### config.mk
export PLATFORM = sky130hd
export DESIGN_NAME = voice_allocator
export DESIGN_NICKNAME = d
export VERILOG_FILES = /design/src/rtl/voice_allocator.sv
export SDC_FILE = /design/constraint.sdc
export NUM_CORES = 1
export LEC_CHECK = 0
export CAP_MARGIN = 20
export CORE_MARGIN = 2
export CORE_UTILIZATION = 50
export CTS_BUF_LIST = sky130_fd_sc_hd__clkbuf_4 sky130_fd_sc_hd__clkbuf_8
export DETAILED_ROUTE_END_ITERATION = 6
export PLACE_DENSITY = 0.8
export SETUP_SLACK_MARGIN = 0.2
export SYNTH_ARGS = -nofsm -noshare
export SYNTH_HDL_FRONTEND = slang
export SYNTH_SLANG_ARGS = --single-unit
### constraint.sdc
create_clock -name clk -period 4.5 [get_ports clk]
set_input_delay 1.35 -clock clk [delete_from_list [all_inputs] [get_ports clk]]
set_output_delay 1.35 -clock clk [all_outputs]
set_load 0.01 [all_outputs]
### src/rtl/voice_allocator.sv
// voice_allocator: polyphony controller for the oscillator bank.
// Accepts note-on/note-off events (valid/ready), assigns notes to voices,
// drives per-voice period/key/gate, and steals the least-recently-allocated
// voice when every voice is busy.
//
// Handshake: an event transfers on a rising edge where ev_valid && ev_ready.
// ev_ready is high only in IDLE (and never while reset is high); the source
// must hold ev_on/ev_key/ev_period stable with ev_valid until that edge.
module voice_allocator #(
    parameter int NUM_VOICES = 3,
    parameter int PRD_W      = 33,
    parameter int KEY_W      = 6,
    parameter int RANK_W     = 2
) (
    input  logic                        clk,
    input  logic                        reset,
    input  logic                        ev_valid,
    output logic                        ev_ready,
    input  logic                        ev_on,
    input  logic [KEY_W-1:0]            ev_key,
    input  logic [PRD_W-1:0]            ev_period,
    output logic [NUM_VOICES*PRD_W-1:0] voice_prd,
    output logic [NUM_VOICES*KEY_W-1:0] voice_key,
    output logic [NUM_VOICES-1:0]       gate,
    output logic                        steal,
    output logic                        drop
);

    localparam int IDX_W = (NUM_VOICES > 1) ? $clog2(NUM_VOICES) : 1;

    typedef enum logic {IDLE, PROCESS} state_t;

    state_t state, state_nxt;

    // Latched event
    logic              lat_on;
    logic [KEY_W-1:0]  lat_key;
    logic [PRD_W-1:0]  lat_prd;

    // Per-voice state; rank 0 is the newest active voice
    logic [PRD_W-1:0]  prd_r  [NUM_VOICES];
    logic [PRD_W-1:0]  prd_n  [NUM_VOICES];
    logic [KEY_W-1:0]  key_r  [NUM_VOICES];
    logic [KEY_W-1:0]  key_n  [NUM_VOICES];
    logic [RANK_W-1:0] rank_r [NUM_VOICES];
    logic [RANK_W-1:0] rank_n [NUM_VOICES];
    logic [NUM_VOICES-1:0] gate_r, gate_n;
    logic steal_r, steal_n, drop_r, drop_n;

    // Voice search results
    logic             match_hit, free_hit;
    logic [IDX_W-1:0] match_idx, free_idx, lru_idx;

    // Apply decode
    logic              do_alloc, do_free, was_free;
    logic [IDX_W-1:0]  tgt;
    logic [RANK_W-1:0] tgt_rank;

    logic accept;

    assign ev_ready = (state == IDLE) && !reset;
    assign accept   = ev_valid && ev_ready;

    // FSM state register
    always_ff @(posedge clk) begin
        if (reset) state <= IDLE;
        else       state <= state_nxt;
    end

    // FSM next state: one accept cycle, one apply cycle
    always_comb begin
        state_nxt = state;
        case (state)
            IDLE:    if (accept) state_nxt = PROCESS;
            PROCESS: state_nxt = IDLE;
            default: state_nxt = IDLE;
        endcase
    end

    // Capture the accepted event for the PROCESS cycle
    always_ff @(posedge clk) begin
        if (reset) begin
            lat_on  <= 1'b0;
            lat_key <= '0;
            lat_prd <= '0;
        end else if (accept) begin
            lat_on  <= ev_on;
            lat_key <= ev_key;
            lat_prd <= ev_period;
        end
    end

    // Find matching active voice, lowest free voice and the oldest active voice
    always_comb begin
        match_hit = 1'b0;
        match_idx = '0;
        free_hit  = 1'b0;
        free_idx  = '0;
        lru_idx   = '0;
        for (int i = NUM_VOICES - 1; i >= 0; i--) begin
            if (gate_r[i] && (key_r[i] == lat_key)) begin
                match_hit = 1'b1;
                match_idx = IDX_W'(i);
            end
            if (!gate_r[i]) begin
                free_hit = 1'b1;
                free_idx = IDX_W'(i);
            end
            if (gate_r[i] && (rank_r[i] == RANK_W'(NUM_VOICES - 1)))
                lru_idx = IDX_W'(i);
        end
    end

    // Decide what the latched event does and compute next voice state
    always_comb begin
        do_alloc = 1'b0;
        do_free  = 1'b0;
        was_free = 1'b0;
        tgt      = '0;
        steal_n  = 1'b0;
        drop_n   = 1'b0;
        gate_n   = gate_r;
        for (int i = 0; i < NUM_VOICES; i++) begin
            prd_n[i]  = prd_r[i];
            key_n[i]  = key_r[i];
            rank_n[i] = rank_r[i];
        end

        if (state == PROCESS) begin
            if (lat_on) begin
                if (lat_prd == '0) begin
                    drop_n = 1'b1;
                end else begin
                    do_alloc = 1'b1;
                    if (match_hit) begin
                        tgt = match_idx;
                    end else if (free_hit) begin
                        tgt      = free_idx;
                        was_free = 1'b1;
                    end else begin
                        tgt     = lru_idx;
                        steal_n = 1'b1;
                    end
                end
            end else if (match_hit) begin
                do_free = 1'b1;
                tgt     = match_idx;
            end
        end

        tgt_rank = rank_r[tgt];

        for (int i = 0; i < NUM_VOICES; i++) begin
            if (do_alloc) begin
                if (IDX_W'(i) == tgt) begin
                    rank_n[i] = '0;
                    gate_n[i] = 1'b1;
                    key_n[i]  = lat_key;
                    prd_n[i]  = lat_prd;
                end else if (gate_r[i] && (was_free || (rank_r[i] < tgt_rank))) begin
                    rank_n[i] = rank_r[i] + RANK_W'(1);
                end
            end else if (do_free) begin
                if (IDX_W'(i) == tgt) begin
                    gate_n[i] = 1'b0;
                end else if (gate_r[i] && (rank_r[i] > tgt_rank)) begin
                    rank_n[i] = rank_r[i] - RANK_W'(1);
                end
            end
        end
    end

    // Voice state and pulse registers
    always_ff @(posedge clk) begin
        if (reset) begin
            gate_r  <= '0;
            steal_r <= 1'b0;
            drop_r  <= 1'b0;
            for (int i = 0; i < NUM_VOICES; i++) begin
                prd_r[i]  <= '0;
                key_r[i]  <= '0;
                rank_r[i] <= '0;
            end
        end else begin
            gate_r  <= gate_n;
            steal_r <= steal_n;
            drop_r  <= drop_n;
            for (int i = 0; i < NUM_VOICES; i++) begin
                prd_r[i]  <= prd_n[i];
                key_r[i]  <= key_n[i];
                rank_r[i] <= rank_n[i];
            end
        end
    end

    for (genvar g = 0; g < NUM_VOICES; g++) begin : g_pack
        assign voice_prd[g*PRD_W +: PRD_W] = prd_r[g];
        assign voice_key[g*KEY_W +: KEY_W] = key_r[g];
    end

    assign gate  = gate_r;
    assign steal = steal_r;
    assign drop  = drop_r;

endmodule

==> results.yml, run 1 <==
pwr:
  power_mw: 2.81
  power_density_mw_per_mm2: 316
  leakage_nw: 2.99
  vdd_ir_drop_max_uv: 226
cells_and_area:
  n_antenna_cell: 0
  syn2layout_area_growth_pct: 31.9
  num-fill-cells: 1113
  post-route-util: 0.673
  drive_above_1_share: 0.0553
  nets: 996
synthesis:
  ys_seq_area_frac: 0.501
  synth_warnings: 0
  netlist_area_mm2: 0.00676
  synth.most_common_cell: "nand2_1"
  synth-main-ff-cell: "dfxtp_1"
  syn_nets: 860
  synth_area_leaders: "dfxtp_1, nand2_1, a21oi_1"
  netlist_instances: 811
  synth.distinct_cells: 47
  async_reset_ff_frac: 0
  synth_commonest_cells: "nand2_1, dfxtp_1, a21oi_1"
  syn-mean-instance-area_um2: 8.33
  synth_edf_count: 0
  synth_top_area_frac: 0.501
  synth.largest_area_cell: "dfxtp_1"
  synth-seq-cells: 169
timing:
  rsz0062_at_grt: "false"
  relSlewSlack: 0.276
  hold_ws_ns: 0.454
  setup_viol: 0
  finClkSkew_ns: 0.00871
  fin_tns_setup_ns: 0
  report.final.slew_viol_count: 0
  max_clock_freq_ghz: 0.255
  period_needed_ns: 3.92
  hold_viol: 0
  tightestPinTransition_ns: 1.08
  post-route-period-util: 0.871
clock_network:
  cts_setup_buffers: 0
  cts_resized: 0
  cts_hold_buf: 0
  h-tree-depth: 4
  clockBufferDepth: 2
  cts_tree: "done"
  cts.reportedPaths.clkPinSlew_ns: 0.08
  clk_latency_ns: 0.45
  cts_buffers: 17
  cts.sinks: 169
  clockRootBuffer: "clkbuf_8"
die:
  die_y_um: 120
  coreArea_mm2: 0.0132
  fp.dieW_um: 120
  dieArea_mm2: 0.0145
  initial_core_util: 0.510
  top_level_ports: 166
  fp-row-count: 42
worst_setup_path:
  cp_max_fo: 5
  crit_type: "flip-flop to flip-flop"
  arrival_ns: 4.28
  worstPathRequired_ns: 4.86
  start_kind: "flip-flop"
  critPathCaptureType: "flip-flop"
route:
  wl_per_cell_um: 16.3
  drc: 0
  dr.pass1.iters: 6
  drt_iter0_markers: 508
  vias: 5932
  ant_nets: 0
  vias_per_cell: 5.23
  wirelength_mm: 18.5
global_route:
  grt_pass1_wl_mm: 29.5
  grt_pass1_vias: 5712
  antenna_found_initial: 0
  groute.usage.overall: 0.260
  grt_start_max_net_pins: 112
  grt_overflow: 0
placement:
  gp_congestion: 0.872
  io_buffers: 165
  hpwl_mm: 12.5
flow_run:
  maxCapViolCount: 0
status:
  status: "finished, final reports clean"
min_path:
  hp-class: "flip-flop to flip-flop"
==> power breakdown <==
part	internal (mW)	switching [mW]	leakage [nW]	total (mW)
clock	0.558	0.525	0.212	1.08
sequential	1.52	0.0442	1.37	1.57
combinational	0.0772	0.0856	1.41	0.163
total	2.16	0.654	2.99	2.81
==> cell usage in the layout (no fill, tap or decap), types with 3 or more instances in the layout <==
master,count
a211oi_1,3
a311oi_1,5
nand2_1,208
buf_4,10
nor3_1,8
nor4_1,12
a21oi_1,86
inv_1,7
nand2b_1,40
dfxtp_1,169
nand3_1,8
o22ai_1,3
mux2i_1,40
nor2_1,52
clkinv_2,5
clkdlybuf4s50_1,164
o211ai_1,3
xor2_1,6
nand4_1,5
xnor2_1,14
o21ai_0,43
clkbuf_8,21
ha_1,6
==> registers in the layout, indices dropped and copies added (netlist names) <==
signal and count:
steal 1, drop 1, lat_prd 33, gate 3
lat_key 6, rank_r 6, state 1, key_r 18
lat_on 1, prd_r 99
==> stage by stage <==
stage	instance area, um2	setup slack, ns	std cells
floorplan	6760	1.04	811
global placement	8520	0.652	1104
detailed placement	8520	0.607	1104
CTS	8910	0.589	1135
global route	8910	0.284	1135
finish	8910	0.579	1135
==> layer usage <==
metal | global-route usage | share of wire | up-vias
li1 | - | - | 2983
met1 | 0.339 | 0.45 | 2760
met2 | 0.408 | 0.47 | 164
met3 | 0.0788 | 0.067 | 25
met4 | 0.0938 | 0.019 | 0
met5 | 0 | 0 | -
==> critical path, cell delays in order, from the launching register on <==
cell and delay [ns]:
dfxtp_1 0.36, nor4_1 0.51, nand4_1 0.26, o311ai_4 0.39
a211oi_4 0.07, nor2_1 0.33, nand2_1 0.21, o22ai_1 0.16
a21oi_1 0.10, ha_1 0.31, nor2_1 0.04, maj3_1 0.34
and4_1 0.22, or3_1 0.33, o31ai_1 0.21
==> final timing paths <==
path	startpoint	end	slack, ns	cells past startpoint
max	lat_prd[24]	rank_r[1][0]	0.58	14
min	prd_r[0][30]	prd_r[0][30]	0.45	2
max reg2reg	lat_prd[24]	rank_r[1][0]	0.58	14
min reg2reg	prd_r[0][30]	prd_r[0][30]	0.45	2
==> area by class of cell <==
cell class / instances / area, um2 / share of cell area
sequential: 169 / 3380 / 0.380
clock buffer: 23 / 304 / 0.0341
timing repair buffer: 175 / 1740 / 0.195
clock inverter: 8 / 93.8 / 0.0105
inverter: 7 / 26.3 / 0.00295
tap: 176 / 220 / 0.0247
multi-input combinational: 577 / 3150 / 0.353
==> logic make-up (layout without fill, tap and decap cells) <==
| logic type | after synthesis | in the layout | share of synthesized area |
|---|---|---|---|
| AND/OR/NAND/NOR | 351 | 351 | 0.228 |
| flip-flops | 169 | 169 | 0.501 |
| AO/OA/AOI/OAI | 158 | 158 | 0.135 |
| buffers and inverters | 65 | 213 | 0.0372 |
| multiplexers | 40 | 40 | 0.0593 |
| XOR/XNOR | 20 | 20 | 0.0259 |
| adder cells (fa/ha/maj) | 8 | 8 | 0.0141 |
Note: power is estimated with default switching activity, not from simulation.
==> inputs of run 2 (changes only) <==
--- a/config.mk
+++ b/config.mk
@@ -11,6 +11,7 @@
 export CTS_BUF_LIST = sky130_fd_sc_hd__clkbuf_4 sky130_fd_sc_hd__clkbuf_8
 export DETAILED_ROUTE_END_ITERATION = 6
 export PLACE_DENSITY = 0.8
+export REMOVE_ABC_BUFFERS = 1
 export SETUP_SLACK_MARGIN = 0.2
 export SYNTH_ARGS = -nofsm -noshare
 export SYNTH_HDL_FRONTEND = slang
==> results.yml, run 2 (synthesized netlist as in run 1, its figures left out) <==
status:
  status: "finished, final reports clean"
clock_network:
  cts_hold_buf: 0
  cts_tree: "done"
  clk_latency_ns: 0.45
  cts.sinks: 169
  clockRootBuffer: "clkbuf_8"
  cts.reportedPaths.clkPinSlew_ns: 0.09
  cts_resized: 0
  clockBufferDepth: 2
  cts_setup_buffers: 0
  h-tree-depth: 4
  cts_buffers: 17
route:
  vias_per_cell: 5.32
  vias: 6037
  dr.pass1.iters: 5
  wl_per_cell_um: 16.0
  ant_nets: 0
  drc: 0
  drt_iter0_markers: 426
  wirelength_mm: 18.1
cells_and_area:
  n_antenna_cell: 0
  mostFrequentLayoutCells: "nand2_1, dfxtp_1, clkdlybuf4s50_1"
  drive_above_1_share: 0.0553
  largest_register_ffs: 99
  fin_cells: 1135
  final_common_cell: "nand2_1"
  largest_register: "prd_r"
  nets: 996
  syn2layout_area_growth_pct: 32.4
  reg_top3: "prd_r (99), lat_prd (33), key_r (18)"
timing:
  post-route-period-util: 0.897
  hold_viol: 0
  fin_tns_setup_ns: 0
  finClkSkew_ns: 0.0131
  max_clock_freq_ghz: 0.248
  period_needed_ns: 4.04
  tightestPinTransition_ns: 1.06
  hold_ws_ns: 0.457
  relSlewSlack: 0.294
  rsz0062_at_grt: "false"
  worst_slack_ns: 0.464
  report.final.slew_viol_count: 0
  setup_viol: 0
pwr:
  vdd_ir_drop_max_uv: 262
  p_clk_frac: 0.394
  sw_frac_of_total: 0.232
  switchingPower_uw: 661
  combPwrFrac: 0.057
  p_seq_frac: 0.549
  power_density_mw_per_mm2: 319
  p_int_mw: 2.19
  leakage_nw: 2.99
die:
  initial_core_util: 0.510
  top_level_ports: 166
  coreArea_mm2: 0.0132
  die_y_um: 120
  fp-row-count: 42
  dieArea_mm2: 0.0145
  fp.dieW_um: 120
worst_setup_path:
  rr_worst_depth: 14
  r2r-start: "lat_prd[24]"
  cp_max_fo: 7
  setup.reg_to_reg.worst_slack_ns: 0.46
  rr_endpoint: "rank_r[1][0]"
  arrival_ns: 4.38
  critPathCaptureType: "flip-flop"
  start_kind: "flip-flop"
  worstPathRequired_ns: 4.84
  crit_type: "flip-flop to flip-flop"
global_route:
  grt_pass1_wl_mm: 29.0
  groute.usage.overall: 0.255
  grt_start_max_net_pins: 109
  grt_overflow: 0
  grt_pass1_vias: 5816
  antenna_found_initial: 0
placement:
  dp_slack_ns: 0.451
  gp_congestion: 0.921
  hpwl_mm: 11.8
  post-place-cells: 1103
  io_buffers: 165
min_path:
  min-delay-start: "prd_r[0][74]"
  hp-class: "flip-flop to flip-flop"
  holdPathStages: 2
  hold_end: "prd_r[0][74]"
flow_run:
  maxCapViolCount: 0
## run 2: cell types whose count changed in the layout (fill, tap and decap cells not counted), sizes merged
cell	change
clkbuf	-2
bufinv	+1
clkinvlp	+2
inv	+2
clkinv	-3
## run 2: power groups by stage
stage               clock [mW]  combinational, mW  sequential (mW)
floorplan                    0             0.0692             1.59
finish                    1.12              0.163             1.57
CTS                       1.14              0.164             1.57
global placement             0              0.161             1.60
global route              1.20              0.180             1.57
detailed placement           0              0.163             1.60
## run 2: cell type report
cell class,instances,area (um2)
Timing Repair Buffer,175,1750
Multi-Input combinational cell,577,3150
Fill cell,1125,4300
Tap cell,176,220
Clock buffer,21,277
Clock inverter,10,141
Sequential cell,169,3380
Inverter,7,26.3
## run 2: worst max-delay path by stage
stage           startpoint      endpoint  cells past startpoint
2_1_floorplan   lat_key[5]  rank_r[1][1]                     14
3_3_place_gp   lat_prd[28]  rank_r[1][1]                     14
3_5_place_dp   lat_prd[24]  rank_r[1][0]                     14
4_1_cts        lat_prd[24]  rank_r[1][0]                     14
5_1_grt        lat_prd[24]  rank_r[1][0]                     14
6_report       lat_prd[24]  rank_r[1][0]                     14
## run 2: stage by stage
step | utilization | power (mW) | area, um2
detailed placement | 0.643 | 1.76 | 8510
global placement | 0.643 | 1.76 | 8510
global route | 0.676 | 2.96 | 8950
floorplan | - | 1.66 | 6530
finish | 0.676 | 2.85 | 8950
CTS | 0.674 | 2.87 | 8930
## run 2: per-layer routing
| metal | vias up | part of all wire | wire length (um) | global-route usage |
|---|---|---|---|---|
| met5 | - | 0 | 0 | 0 |
| met4 | 0 | 0.0089 | 161 | 0.0727 |
| met3 | 17 | 0.082 | 1480 | 0.0896 |
| met2 | 196 | 0.47 | 8510 | 0.406 |
| met1 | 2844 | 0.44 | 7970 | 0.328 |
| li1 | 2980 | - | - | - |
## run 2: critical path, stage by stage, from the launching register on
cell	delay, ns
dfxtp_1	0.36
nor4_1	0.47
nand4_1	0.32
nor3_1	0.41
nand2_1	0.14
nand2_1	0.27
nand2_1	0.20
o22ai_1	0.17
a21oi_1	0.10
ha_1	0.32
nor2_1	0.04
maj3_1	0.34
and4_1	0.21
or3_1	0.33
o31ai_1	0.24
==> inputs of run 3 (changes only) <==
--- a/config.mk
+++ b/config.mk
@@ -13,6 +13,7 @@
 export PLACE_DENSITY = 0.8
 export REMOVE_ABC_BUFFERS = 1
 export SETUP_SLACK_MARGIN = 0.2
+export SLEW_MARGIN = 20
 export SYNTH_ARGS = -nofsm -noshare
 export SYNTH_HDL_FRONTEND = slang
 export SYNTH_SLANG_ARGS = --single-unit
==> results.yml, run 3 (synthesized netlist as in run 1, its figures left out) <==
status:
  status: "finished, final reports clean"
global_route:
  grt_overflow: 0
  grt_start_max_net_pins: 109
  antenna_found_initial: 0
  groute.usage.overall: 0.255
  grt_pass1_vias: 5816
  grt_pass1_wl_mm: 29.0
timing:
  worst_slack_ns: 0.451
  period_needed_ns: 4.05
  rsz0062_at_grt: "false"
  setup_viol: 0
  max_clock_freq_ghz: 0.247
  post-route-period-util: 0.900
  tightestPinTransition_ns: 1.06
  report.final.slew_viol_count: 0
  finClkSkew_ns: 0.0132
  hold_viol: 0
  fin_tns_setup_ns: 0
  relSlewSlack: 0.296
cells_and_area:
  reg_top3: "prd_r (99), lat_prd (33), key_r (18)"
  fin_cells: 1135
  nets: 996
  largest_register: "prd_r"
  n_antenna_cell: 0
  syn2layout_area_growth_pct: 32.4
  mostFrequentLayoutCells: "nand2_1, dfxtp_1, clkdlybuf4s50_1"
  drive_above_1_share: 0.0553
  final_common_cell: "nand2_1"
  largest_register_ffs: 99
clock_network:
  clk_latency_ns: 0.45
  cts_resized: 0
  cts_hold_buf: 0
  cts_tree: "done"
  h-tree-depth: 4
  cts_setup_buffers: 0
  clockRootBuffer: "clkbuf_8"
  cts_buffers: 17
  cts.reportedPaths.clkPinSlew_ns: 0.09
  clockBufferDepth: 2
  cts.sinks: 169
worst_setup_path:
  worstPathRequired_ns: 4.84
  arrival_ns: 4.39
  crit_path_start: "lat_prd[24]"
  critPathCaptureType: "flip-flop"
  r2r-start: "lat_prd[24]"
  cp_max_fo: 5
  start_kind: "flip-flop"
  crit_type: "flip-flop to flip-flop"
  setup.reg_to_reg.worst_slack_ns: 0.45
min_path:
  min-delay-start: "prd_r[0][17]"
  hp-class: "flip-flop to flip-flop"
flow_run:
  maxCapViolCount: 0
placement:
  post-place-cells: 1103
  gp_congestion: 0.921
  io_buffers: 165
  dp_slack_ns: 0.451
  hpwl_mm: 11.8
route:
  dr.pass1.iters: 5
  vias_per_cell: 5.30
  drt_iter0_markers: 445
  drc: 0
  wl_per_cell_um: 16.0
  vias: 6015
  ant_nets: 0
  wirelength_mm: 18.1
die:
  fp-row-count: 42
  coreArea_mm2: 0.0132
  fp.dieW_um: 120
  initial_core_util: 0.510
  dieArea_mm2: 0.0145
  die_y_um: 120
  top_level_ports: 166
pwr:
  vdd_ir_drop_max_uv: 263
  power_density_mw_per_mm2: 319
  leakage_nw: 2.99
-- run 3: cell counts in the layout (fill, tap and decap cells not counted) --
No cell type changed its count.
-- run 3: per-layer routing --
metal | global-route usage | share of wire | vias up
met4 | 0.0727 | 0.0089 | 0
met1 | 0.328 | 0.44 | 2813
met3 | 0.0896 | 0.083 | 17
met2 | 0.406 | 0.47 | 205
li1 | - | - | 2980
met5 | 0 | 0 | -
-- run 3: critical path, stage by stage (launching register included) --
cell and delay, ns:
dfxtp_1 0.36, nor4_1 0.49, nand4_1 0.33, o311ai_4 0.43
a211oi_4 0.08, nor2_1 0.31, nand2_1 0.21, o22ai_1 0.17
a21oi_1 0.10, ha_1 0.32, nor2_1 0.04, maj3_1 0.34
and4_1 0.21, or3_1 0.33, o31ai_1 0.24
-- run 3: path summary, 6_finish.rpt --
kind / endpoint / cells after the start
setup / recovery: rank_r[1][0] / 14
hold / removal: prd_r[0][17] / 2
setup reg to reg: rank_r[1][0] / 14
hold reg to reg: prd_r[0][17] / 2
-- run 3: metrics by stage --
step	instance area, um2	hold WS (ns)	util	total power, mW
detailed placement	8510	0.446	0.643	1.76
floorplan	6530	0.464	-	1.66
finish	8950	0.457	0.676	2.85
global placement	8510	0.441	0.643	1.76
CTS	8930	0.457	0.674	2.87
global route	8950	0.474	0.676	2.96
-- run 3: final cells by class --
class                           instances  area [um2]
Fill cell                            1123        4300
Tap cell                              176         220
Multi-Input combinational cell        577        3150
Clock inverter                         10         141
Inverter                                7        26.3
Clock buffer                           21         277
Timing Repair Buffer                  175        1750
Sequential cell                       169        3380
-- run 3: power breakdown --
part,internal [mW],switching (mW)
sequential,1.52,0.0427
combinational,0.0776,0.0855
clock,0.591,0.534
